`config.mk`:
```
export PLATFORM = sky130hd
export DESIGN_NAME = prio_enc_rr
export DESIGN_NICKNAME = d
export VERILOG_FILES = /design/src/rtl/prio_enc_pkg.sv /design/src/rtl/prio_find.sv /design/src/rtl/prio_enc_rr.sv
export SDC_FILE = /design/constraint.sdc
export NUM_CORES = 1
export LEC_CHECK = 0
export ABC_CLOCK_PERIOD_IN_PS = 1500
export CAP_MARGIN = 40
export CORE_MARGIN = 5
export CORE_UTILIZATION = 42
export DETAILED_ROUTE_END_ITERATION = 10
export PLACE_DENSITY = 0.83
export SYNTH_ARGS = -nofsm -noshare
export SYNTH_HDL_FRONTEND = slang
export SYNTH_SLANG_ARGS = --single-unit
```
`constraint.sdc`:
```
create_clock -name clk -period 1.5 [get_ports clk]
set_input_delay 0.375 -clock clk [delete_from_list [all_inputs] [get_ports clk]]
set_output_delay 0.375 -clock clk [all_outputs]
set_load 0.01 [all_outputs]
```
`src/rtl/prio_enc_pkg.sv`:
```
// Shared definitions for the prio_enc_rr slice: the width limit and the
// index-width helper.
package prio_enc_pkg;

  // Upper bound on the request-vector width.
  localparam int PRIO_N_MAX = 64;

  // Index width for an N-wide request vector. N=1 still gets a 1-bit index.
  function automatic int idx_w(input int n);
    return (n < 2) ? 1 : $clog2(n);
  endfunction

endpackage

```
`src/rtl/prio_find.sv`:
```
// Combinational highest-set-bit finder: binary index, one-hot winner, and an
// all-zero flag. When none=1, idx and onehot are both zero.
module prio_find
  import prio_enc_pkg::*;
#(
  parameter int N = 8,
  parameter int W = idx_w(N)
) (
  input  logic [N-1:0] req,
  output logic [W-1:0] idx,
  output logic [N-1:0] onehot,
  output logic         none
);

  // Scan upward so that the highest set bit is the last one written.
  always_comb begin
    idx    = '0;
    onehot = '0;
    none   = ~|req;
    for (int i = 0; i < N; i++) begin
      if (req[i]) begin
        idx       = W'(i);
        onehot    = '0;
        onehot[i] = 1'b1;
      end
    end
  end

endmodule

```
`src/rtl/prio_enc_rr.sv`:
```
// Registered N-to-log2(N) priority encoder with valid/ready handshakes on the
// input and output sides.
// Optional round-robin mode: define PRIO_ENC_RR_EN. In that mode a pointer
// sets where the downward search starts, and the search wraps around. With
// the macro undefined, the highest set index always wins. That matches
// round-robin mode with the pointer held at N-1.
module prio_enc_rr
  import prio_enc_pkg::*;
#(
  parameter int N = 8,
  parameter int W = idx_w(N)   // derived from N; do not override
) (
  input  logic         clk,
  input  logic         rst,
  input  logic         in_valid,
  output logic         in_ready,
  input  logic [N-1:0] req,
  output logic         out_valid,
  input  logic         out_ready,
  output logic [W-1:0] out_idx,
  output logic [N-1:0] out_onehot,
  output logic         out_none
);

  logic         accept;
  logic [W-1:0] win_idx;
  logic [N-1:0] win_onehot;
  logic         win_none;

  // The output register is a single entry. Draining it and refilling it in
  // the same cycle keeps throughput at one result per cycle.
  assign in_ready = !out_valid || out_ready;
  assign accept   = in_valid && in_ready;

`ifdef PRIO_ENC_RR_EN
  logic [W-1:0] ptr;
  logic [N-1:0] lo_mask;
  logic [W-1:0] m_idx,    f_idx;
  logic [N-1:0] m_onehot, f_onehot;
  logic         m_none,   f_none;

  // Bits at or below ptr are searched first, in the order ptr..0.
  always_comb begin
    lo_mask = '0;
    for (int i = 0; i < N; i++)
      lo_mask[i] = (W'(i) <= ptr);
  end

  prio_find #(.N(N), .W(W)) u_find_lo (
    .req    (req & lo_mask),
    .idx    (m_idx),
    .onehot (m_onehot),
    .none   (m_none)
  );

  // If nothing is set at or below ptr, wrap: the highest bit above ptr wins.
  // That bit is also the highest set bit of the unmasked vector.
  prio_find #(.N(N), .W(W)) u_find_all (
    .req    (req),
    .idx    (f_idx),
    .onehot (f_onehot),
    .none   (f_none)
  );

  // Select the masked winner when there is one; otherwise take the fallback.
  always_comb begin
    win_idx    = m_none ? f_idx    : m_idx;
    win_onehot = m_none ? f_onehot : m_onehot;
    win_none   = f_none;
  end

  // After a non-empty grant, move the search start to just below the winner.
  always_ff @(posedge clk) begin
    if (rst)
      ptr <= W'(N - 1);
    else if (accept && !win_none)
      ptr <= (win_idx == '0) ? W'(N - 1) : win_idx - W'(1);
  end
`else
  prio_find #(.N(N), .W(W)) u_find (
    .req    (req),
    .idx    (win_idx),
    .onehot (win_onehot),
    .none   (win_none)
  );
`endif

  // Output register. Load on accept. Drop valid when the result is consumed.
  // Hold the fields while the consumer stalls.
  always_ff @(posedge clk) begin
    if (rst) begin
      out_valid  <= 1'b0;
      out_idx    <= '0;
      out_onehot <= '0;
      out_none   <= 1'b0;
    end else if (accept) begin
      out_valid  <= 1'b1;
      out_idx    <= win_idx;
      out_onehot <= win_onehot;
      out_none   <= win_none;
    end else if (out_ready) begin
      out_valid  <= 1'b0;
    end
  end

endmodule

```
==> results of run 1 <==
-- power by group through the flow --
| stage | clock [mW] | combinational [mW] | sequential, mW |
|---|---|---|---|
| after floorplan | 0 | 0.0476 | 0.377 |
| after global placement | 0 | 0.154 | 0.371 |
| after detailed placement | 0 | 0.156 | 0.371 |
| after CTS | 0.227 | 0.149 | 0.363 |
| after global routing | 0.243 | 0.162 | 0.364 |
| final | 0.216 | 0.149 | 0.362 |
-- final timing paths --
check                  endpoint  slack [ns]  cells after the start
setup / recovery  out_onehot[0]        0.09                      4
hold / removal    out_onehot[3]        0.47                      2
setup reg to reg     out_idx[0]        0.27                      5
hold reg to reg   out_onehot[3]        0.47                      2
-- layout make-up --
class | count | area [µm²] | area share
tap | 15 | 18.8 | 0.0197
multi-input combinational | 46 | 283 | 0.297
timing repair buffer | 40 | 344 | 0.362
inverter | 5 | 18.8 | 0.0197
sequential | 13 | 260 | 0.274
clock buffer | 4 | 26.3 | 0.0276
-- critical path, cell delays in order --
cell	delay [ns]
clkdlybuf4s50_1	0.51
nor4_4	0.43
nand2_1	0.12
o32ai_1	0.15
-- synthesized netlist by cell type --
cell type / count
buf_2: 1
nor4_4: 1
dfxtp_1: 13
nand4_1: 6
a211o_1: 1
nor2_1: 4
o32ai_1: 2
o21ai_0: 8
nand2_1: 1
a211oi_1: 1
clkbuf_1: 2
a311oi_1: 2
nand3_1: 2
nor4_1: 1
a21oi_1: 11
or2b_1: 1
inv_1: 5
nor2b_1: 3
nor3b_1: 1
buf_4: 1
or3_1: 1
-- repair_timing --
action	in CTS	in global routing
resized for setup	17	2
endpoints found under the hold margin	0	0
buffers inserted	1	0
setup endpoints to repair	14	1
-- flip-flops by register name (all words and copies together), names as in the netlist --
register and cells:
out_none 1, out_valid 1, out_idx 3, out_onehot 8
-- cell families after synthesis --
kind of cell | Yosys count | share of synthesized area
and+or+nand+nor | 21 | 0.231
DFF | 13 | 0.449
buffers and inverters | 9 | 0.0670
AOI/OAI and AO/OA | 25 | 0.253
-- metrics by stage --
step / worst slack (ns) / instance area (µm²)
after global routing: 0.00411 / 951
after detailed placement: -0.344 / 933
after CTS: 0.000323 / 946
after global placement: -0.356 / 933
after floorplan: 0.255 / 579
final: 0.0884 / 951
-- layer usage --
metal,track usage,vias up
li1,-,331
met1,0.216,305
met2,0.241,30
met3,0.0460,2
met4,0.0829,0
met5,0,-
==> flow_summary.toml, run 1 <==
[run_status]
outcome = "complete, no violations"

[finish]
area_growth_pct = 64.1
drive_gt1_frac = 0.194
layout_common_cells = "buf_4, dfxtp_1, dlygate4sd2_1"
insertedDiodeCount = 0
fill_cells = 114
num-nets-final = 121
stdcell_count = 123
layout_commonest_cell = "buf_4"
fin_util = 0.731

[floorplanning]
io_pins = 26
fp.coreArea_mm2 = 0.00130
dieArea_mm2 = 0.00222
die_w_um = 47.1
die_h_um = 47.1
rows = 13
start_util = 0.445

[grt]
overflow = 0
grt_max_degree = 13
grt_pass1_vias = 618
track_usage = 0.163
antenna_found_initial = 0
grt_pass1_wl_um = 2540

[power]
p_int_mw = 0.541
p_total_mw = 0.727
power.net_switching_mw = 0.186
switching_share = 0.256
pwr-share-seq = 0.499
clock_power_share = 0.297
p_leak_nw = 0.420
peakVddDrop_mv = 0.452
power_density_mw_per_mm2 = 765
pwr-share-comb = 0.205

[clocking]
clk_latency_ns = 0.27
cts_num_sinks = 13
h-tree-depth = 1
numCtsBuffers = 3
cts_tree = "yes"
cts_root_buf = "clkbuf_4"
cts_buffer_depth = 2
path_clk_slew_ns = 0.08
holdBufCountCts = 0

[yosys]
synthCells = 68
synth_area_um2 = 579
yosys_register_bits = 13
synth_warnings = 0
ys_types = 21
syn-num-nets = 80
yosysSeqAreaShare = 0.449
syn_avg_cell_area_um2 = 8.52
synth_area_leaders = "dfxtp_1, a21oi_1, o21ai_0"
yosysTopAreaCellShare = 0.449
synth_area_leader_cell = "dfxtp_1"

[timing]
hold_violations = 0
clock_skew_ns = 0.00345
min_period_ns = 1.41
finalCritPeriodShare = 0.941
slew_headroom = 0.753
max_freq_mhz = 708
tightest_slew_ns = 0.368
slew_viol_final = 0
setup_viol = 0
hold_slack_ns = 0.470
tns_ns = 0
rsz0062_at_grt = "false"

[routing]
wl_met2_um = 805
postRouteAntennaNets = 0
wl_met3_um = 118
avgViaCountPerCell = 5.43
vias = 668
avgRoutedWirePerCell_um = 13.2
drc = 0
dr.max_layer_used = "met4"
drt-initial-drc-count = 15
drt-total-wl_um = 1620
drt-pass1-iter-count = 4
wl_met1_um = 684

[setup_path]
cp_max_fo = 5
critPathLaunchType = "primary input"
cp.required_ns = 1.68
rr_startpoint = "out_valid"
arrival_ns = 1.59
startpoint = "req[5]"
critPathCaptureType = "flip-flop"
critPathKind = "in -> reg"

[worst_hold_path]
hp-start = "out_onehot[3]"
hold_path.class = "reg -> reg"

[job]
drv_cap = 0

[placed_design]
gp_congestion = 0.767
dp_hpwl_um = 1250
dpl.cell_count = 118
port_buffers = 25
(Power assumes the default switching activity.)
==> run 2: changes to the inputs <==
- ABC_AREA: unset -> 1
- CORE_MARGIN: 5 -> 2
- PLACE_DENSITY: 0.83 -> 0.82
- SETUP_SLACK_MARGIN: unset -> 0.02
==> run 2 against run 1 <==
  * Final area fell by 5.1%
  * Fmax fell by 0.94%
  * First-iteration DRC count fell by 6.7%
  * Worst hold slack got worse by 0.013 ns
  * Sequential share of layout area rose by 1.5 points
  * Non-clock buffer count fell by 9
  * Die area fell by 23%
  * Setup slack got worse by 0.013 ns
  * Via count fell by 11%
  * Clock skew fell by 0.0022 ns
  * Highest routed layer unchanged
==> flow_summary.toml, run 2 <==
[setup_path]
arrival_ns = 1.05
critPathLaunchType = "primary input"
cpPeakStageDelay_ns = 0.45
rr_startpoint = "out_valid"
r2r_slack_ns = 0.38
crit_family = "buffers and inverters"
r2r_cells = 6
reg2reg_to = "out_onehot[7]"
critPathCaptureType = "primary output"
cp_max_fo = 2
cpMaxStageDelayCell = "clkdlybuf4s50_1"
critPathKind = "in -> out"
path_cells = "clkdlybuf4s50_1 -> inv_1 -> nand2_4 -> buf_2"
cp_num_buf_inv = 3
cp.required_ns = 1.12

[yosys]
yosysTopAreaCellShare = 0.443
synth-compound-area-share = 0.158
synthMuxAreaShare = 0
synth_fa_ha_area_frac = 0
synth_most_common_cell = "nand2_1"
synth_common_cells = "nand2_1, dfxtp_1, inv_1"
synth_edf_count = 0
ys_types = 16
syn_avg_cell_area_um2 = 7.52
synth_area_leaders = "dfxtp_1, nand2_1, a21oi_1"
synth_xor_area_frac = 0
synth_top_family_by_area = "simple AND/OR/NAND/NOR gates"
synth_warnings = 0
ys.flop_type = "dfxtp_1"
synth_area_leader_cell = "dfxtp_1"
ys_async_sr_fraction = 0
yosys.area_share.simple = 0.307
synth_area_um2 = 587
yosys_register_bits = 13
yosysSeqAreaShare = 0.443
synthCells = 78
syn-num-nets = 90

[timing]
setup_viol = 0
tightest_slew_ns = 0.222
min_period_ns = 1.42
tns_ns = 0
fin_ws_ns = 0.0751
hold_slack_ns = 0.457
finalCritPeriodShare = 0.950
max_freq_mhz = 702
hold_violations = 0
rsz0062_at_grt = "false"
slew_viol_final = 0
clock_skew_ns = 0.00123
slew_headroom = 0.852

[finish]
top_register = "out_onehot"
fill_cells = 120
drive_gt1_frac = 0.171
area_growth_pct = 53.7
largest_register_ffs = 8
layout_commonest_cell = "nand2_1"
largest_registers = "out_onehot x8, out_idx x3"
num-nets-final = 124
layout_common_cells = "nand2_1, dfxtp_1, dlygate4sd2_1"
insertedDiodeCount = 0

[power]
p_int_mw = 0.538
switching_share = 0.265
clock_power_share = 0.298
p_leak_nw = 0.449
pwr-share-seq = 0.503
power.net_switching_mw = 0.194
peakVddDrop_mv = 0.513
power_density_mw_per_mm2 = 811
pwr-share-comb = 0.199

[clocking]
h-tree-depth = 1
cts_buffer_depth = 2
numCtsBuffers = 3
path_clk_slew_ns = 0.08
cts_num_sinks = 13
cts_tree = "yes"
cts_root_buf = "clkbuf_4"
clk_latency_ns = 0.28

[routing]
drc = 0
drt-pass1-iter-count = 4
vias = 594
drt-total-wl_um = 1390
postRouteAntennaNets = 0
avgRoutedWirePerCell_um = 11.0
drt-initial-drc-count = 14
avgViaCountPerCell = 4.71

[grt]
track_usage = 0.199
grt_max_degree = 11
overflow = 0
grt_pass1_wl_um = 2060
antenna_found_initial = 0
grt_pass1_vias = 503

[floorplanning]
start_util = 0.451
dieArea_mm2 = 0.00171
die_h_um = 41.4
rows = 13
die_w_um = 41.4
fp.coreArea_mm2 = 0.00130
io_pins = 26

[worst_hold_path]
hp-start = "out_onehot[5]"
hold_path_depth = 2
hold_end = "out_onehot[5]"
hold_path.class = "reg -> reg"

[placed_design]
port_buffers = 25
dp_hpwl_um = 1050
gp_congestion = 0.741
place_ws_ns = -0.335

[job]
drv_cap = 0

[run_status]
outcome = "complete, no violations"
==> run 2: cell count changes after synthesis, sizes merged, moves of 2 or more <==
cell	delta
o32ai	-2
nand4	-6
inv	+5
nor4	-2
nor2b	-3
nor3	+2
nand2	+21
o21ai	-2
a311oi	-2
nor2	+7
==> run 2: per-stage QoR <==
step            util  area (µm²)  power (mW)  instances
6_report       0.693         902       0.731        126
5_1_grt        0.693         902       0.771        126
4_1_cts        0.693         902       0.737        126
3_5_place_dp   0.689         897       0.532        122
3_3_place_gp   0.689         897       0.529        122
2_1_floorplan      -         587       0.441         78
==> run 2: layer usage <==
layer  GRT usage  wire, µm  part of all wire
met1       0.197       579              0.42
met2       0.340       705              0.51
met3      0.0851        82             0.059
met4       0.121        23             0.017
met5           0         0                 0
==> run 2: cell type report <==
class | count | area (µm²) | share of cell area
inverters | 10 | 37.5 | 0.0416
repair buffers | 31 | 287 | 0.318
flip-flops and latches | 13 | 260 | 0.288
clock buffers | 4 | 26.3 | 0.0291
well taps | 15 | 18.8 | 0.0208
multi-input cells | 53 | 273 | 0.302
==> run 2: worst max path at each step <==
stage          startpoint        to  slack [ns]  cells past startpoint
2_1_floorplan   out_ready  out_none        0.49                      7
3_3_place_gp    out_ready  in_ready       -0.33                      4
3_5_place_dp    out_ready  in_ready       -0.33                      4
4_1_cts         out_ready  in_ready        0.07                      4
5_1_grt         out_ready  in_ready        0.02                      4
6_report        out_ready  in_ready        0.08                      4
==> run 2: cells by family (layout without fill, tap and decap cells) <==
logic type      Yosys count  in the layout
compound gates           17             17
buf+inv                  12             45
flops                    13             13
simple gates             36             36
==> run 2: worst reg2reg max path: stages (launching register included) <==
cell and delay [ns]:
dfxtp_1 0.37, nand2_4 0.06, buf_4 0.13, nand2_2 0.08
inv_1 0.12, o21ai_0 0.19, a21oi_1 0.06
==> run 2: power by group through the flow <==
stage / combinational, mW / sequential, mW / clock, mW
floorplan: 0.0570 / 0.384 / 0
global placement: 0.153 / 0.376 / 0
detailed placement: 0.155 / 0.377 / 0
CTS: 0.146 / 0.368 / 0.223
global route: 0.159 / 0.369 / 0.243
finish: 0.146 / 0.368 / 0.218
==> run 2: repair_timing <==
action | 4_1_cts | 5_1_grt
hold buffers | 0 | 0
resized for setup | 17 | 0
setup endpoints to repair | 14 | 0
buffers inserted | 0 | 0
==> run 3: changes to the inputs <==
==> constraint.sdc (replaced) <==
create_clock -name clk -period 1.5 [get_ports clk]
set_input_delay 0.3 -clock clk [delete_from_list [all_inputs] [get_ports clk]]
set_output_delay 0.3 -clock clk [all_outputs]
set_load 0.01 [all_outputs]
==> run 3 against run 2 <==
  * Register-to-register slack about the same
  * Power rose by 1.3%
  * Clock skew is essentially flat
  * Worst hold slack better by 0.0019 ns
  * Largest cell class unchanged
  * Highest routed layer unchanged
==> flow_summary.toml, run 3 (synthesis results as in run 2) <==
[setup_path]
r2r_cells = 6
critPathCapture = "out_onehot[0]"
critPathLaunchType = "flip-flop"
crit_cells = 1
cpMaxStageDelayCell = "clkdlybuf4s50_1"
crit_family = "buffers and inverters"
cp.required_ns = 1.20
cpPeakStageDelay_ns = 0.54
critPathKind = "reg -> out"
arrival_ns = 1.15
reg2reg_to = "out_idx[1]"
cp_max_fo = 2
path_cells = "clkdlybuf4s50_1"
cp_num_buf_inv = 1
r2r_slack_ns = 0.38
rr_startpoint = "out_valid"
critPathCaptureType = "primary output"
startpoint = "out_onehot[0]"

[clocking]
h-tree-depth = 1
cts_buffer_depth = 2
cts_num_sinks = 13
numCtsBuffers = 3
clk_latency_ns = 0.28
cts_tree = "yes"
cts_root_buf = "clkbuf_4"
path_clk_slew_ns = 0.08
holdBufCountCts = 0

[grt]
track_usage = 0.195
grt_pass1_vias = 513
grt_pass1_wl_um = 2080
antenna_found_initial = 0
overflow = 0
grt_max_degree = 11

[power]
power_density_mw_per_mm2 = 795
pwr-share-seq = 0.497
clock_power_share = 0.305
p_leak_nw = 0.528
switching_share = 0.269
power.net_switching_mw = 0.200
peakVddDrop_mv = 0.574
p_int_mw = 0.541
pwr-share-comb = 0.198

[placed_design]
port_buffers = 25
dpl.cell_count = 121
dp_hpwl_um = 1060
gp_congestion = 0.768

[routing]
avgViaCountPerCell = 4.66
vias = 583
avgRoutedWirePerCell_um = 10.8
drt-total-wl_um = 1350
drt-initial-drc-count = 7
drc = 0
drt-pass1-iter-count = 4
postRouteAntennaNets = 0

[timing]
clock_skew_ns = 0.00128
min_period_ns = 1.45
setup_viol = 0
slew_headroom = 0.864
max_freq_mhz = 689
hold_slack_ns = 0.459
hold_violations = 0
finalCritPeriodShare = 0.967
rsz0062_at_grt = "false"
slew_viol_final = 0
tightest_slew_ns = 0.204

[worst_hold_path]
hold_path.class = "reg -> reg"

[floorplanning]
rows = 13
die_w_um = 41.4
io_pins = 26
die_h_um = 41.4
start_util = 0.451
dieArea_mm2 = 0.00171
fp.coreArea_mm2 = 0.00130

[finish]
top_register = "out_onehot"
layout_common_cells = "nand2_1, clkdlybuf4s50_1, dfxtp_1"
stdcell_count = 125
area_growth_pct = 58.8
insertedDiodeCount = 0
num-nets-final = 123
drive_gt1_frac = 0.155
largest_registers = "out_onehot x8, out_idx x3"
fill_cells = 116
layout_commonest_cell = "nand2_1"
fin_util = 0.716
largest_register_ffs = 8

[run_status]
outcome = "complete, no violations"

[job]
drv_cap = 0
## run 3: cell count changes in the layout (fill, tap and decap cells not counted), sizes merged
cell           delta
dlymetal6s2s      +8
buf               -2
dlygate4sd2      -10
clkdlybuf4s50     +3
## run 3: final cells by class
cell class	count	area [µm²]	area share
Clock buffer	4	26.3	0.0282
Multi-Input combinational cell	53	273	0.293
Sequential cell	13	260	0.279
Tap cell	15	18.8	0.0201
Inverter	10	37.5	0.0403
Timing Repair Buffer	30	317	0.340
## run 3: metal layers
layer	GRT usage	up-vias	share of wire
met5	0	-	0
met4	0.121	0	0.023
met3	0.0372	4	0.059
met2	0.316	21	0.50
met1	0.236	250	0.42
li1	-	308	-
## run 3: how the worst min path moves through the flow
stage / startpoint / to / slack [ns] / depth (start not counted)
finish: out_onehot[1] / out_onehot[1] / 0.46 / 2
detailed placement: out_onehot[1] / out_onehot[1] / 0.45 / 2
global route: out_onehot[1] / out_onehot[1] / 0.48 / 2
global placement: out_onehot[5] / out_onehot[5] / 0.45 / 2
floorplan: req[3] / out_onehot[3] / 0.44 / 2
CTS: out_onehot[1] / out_onehot[1] / 0.47 / 2
## run 3: through the flow
stage / setup TNS (ns) / total power [mW] / setup slack [ns] / instance area [µm²]
6_report: 0 / 0.741 / 0.0494 / 932
5_1_grt: 0 / 0.771 / 0.0233 / 932
4_1_cts: 0 / 0.750 / 0.0262 / 912
3_5_place_dp: -0.593 / 0.531 / -0.181 / 890
3_3_place_gp: -0.355 / 0.527 / -0.177 / 890
2_1_floorplan: 0 / 0.441 / 0.534 / 587
## run 3: what timing repair did
action / CTS / global route
endpoints found under the hold margin: 0 / 0
pin swaps: 0 / 0
gates resized for setup: 3 / 8
buffers inserted: 0 / 0
endpoints found under the setup margin: 3 / 8
## run 3: power groups by stage
stage                     Combinational (mW)  Sequential [mW]  Clock, mW
after floorplan                       0.0570            0.384          0
after global placement                 0.151            0.376          0
after detailed placement               0.153            0.377          0
after CTS                              0.151            0.369      0.230
after global routing                   0.161            0.370      0.241
final                                  0.147            0.368      0.226
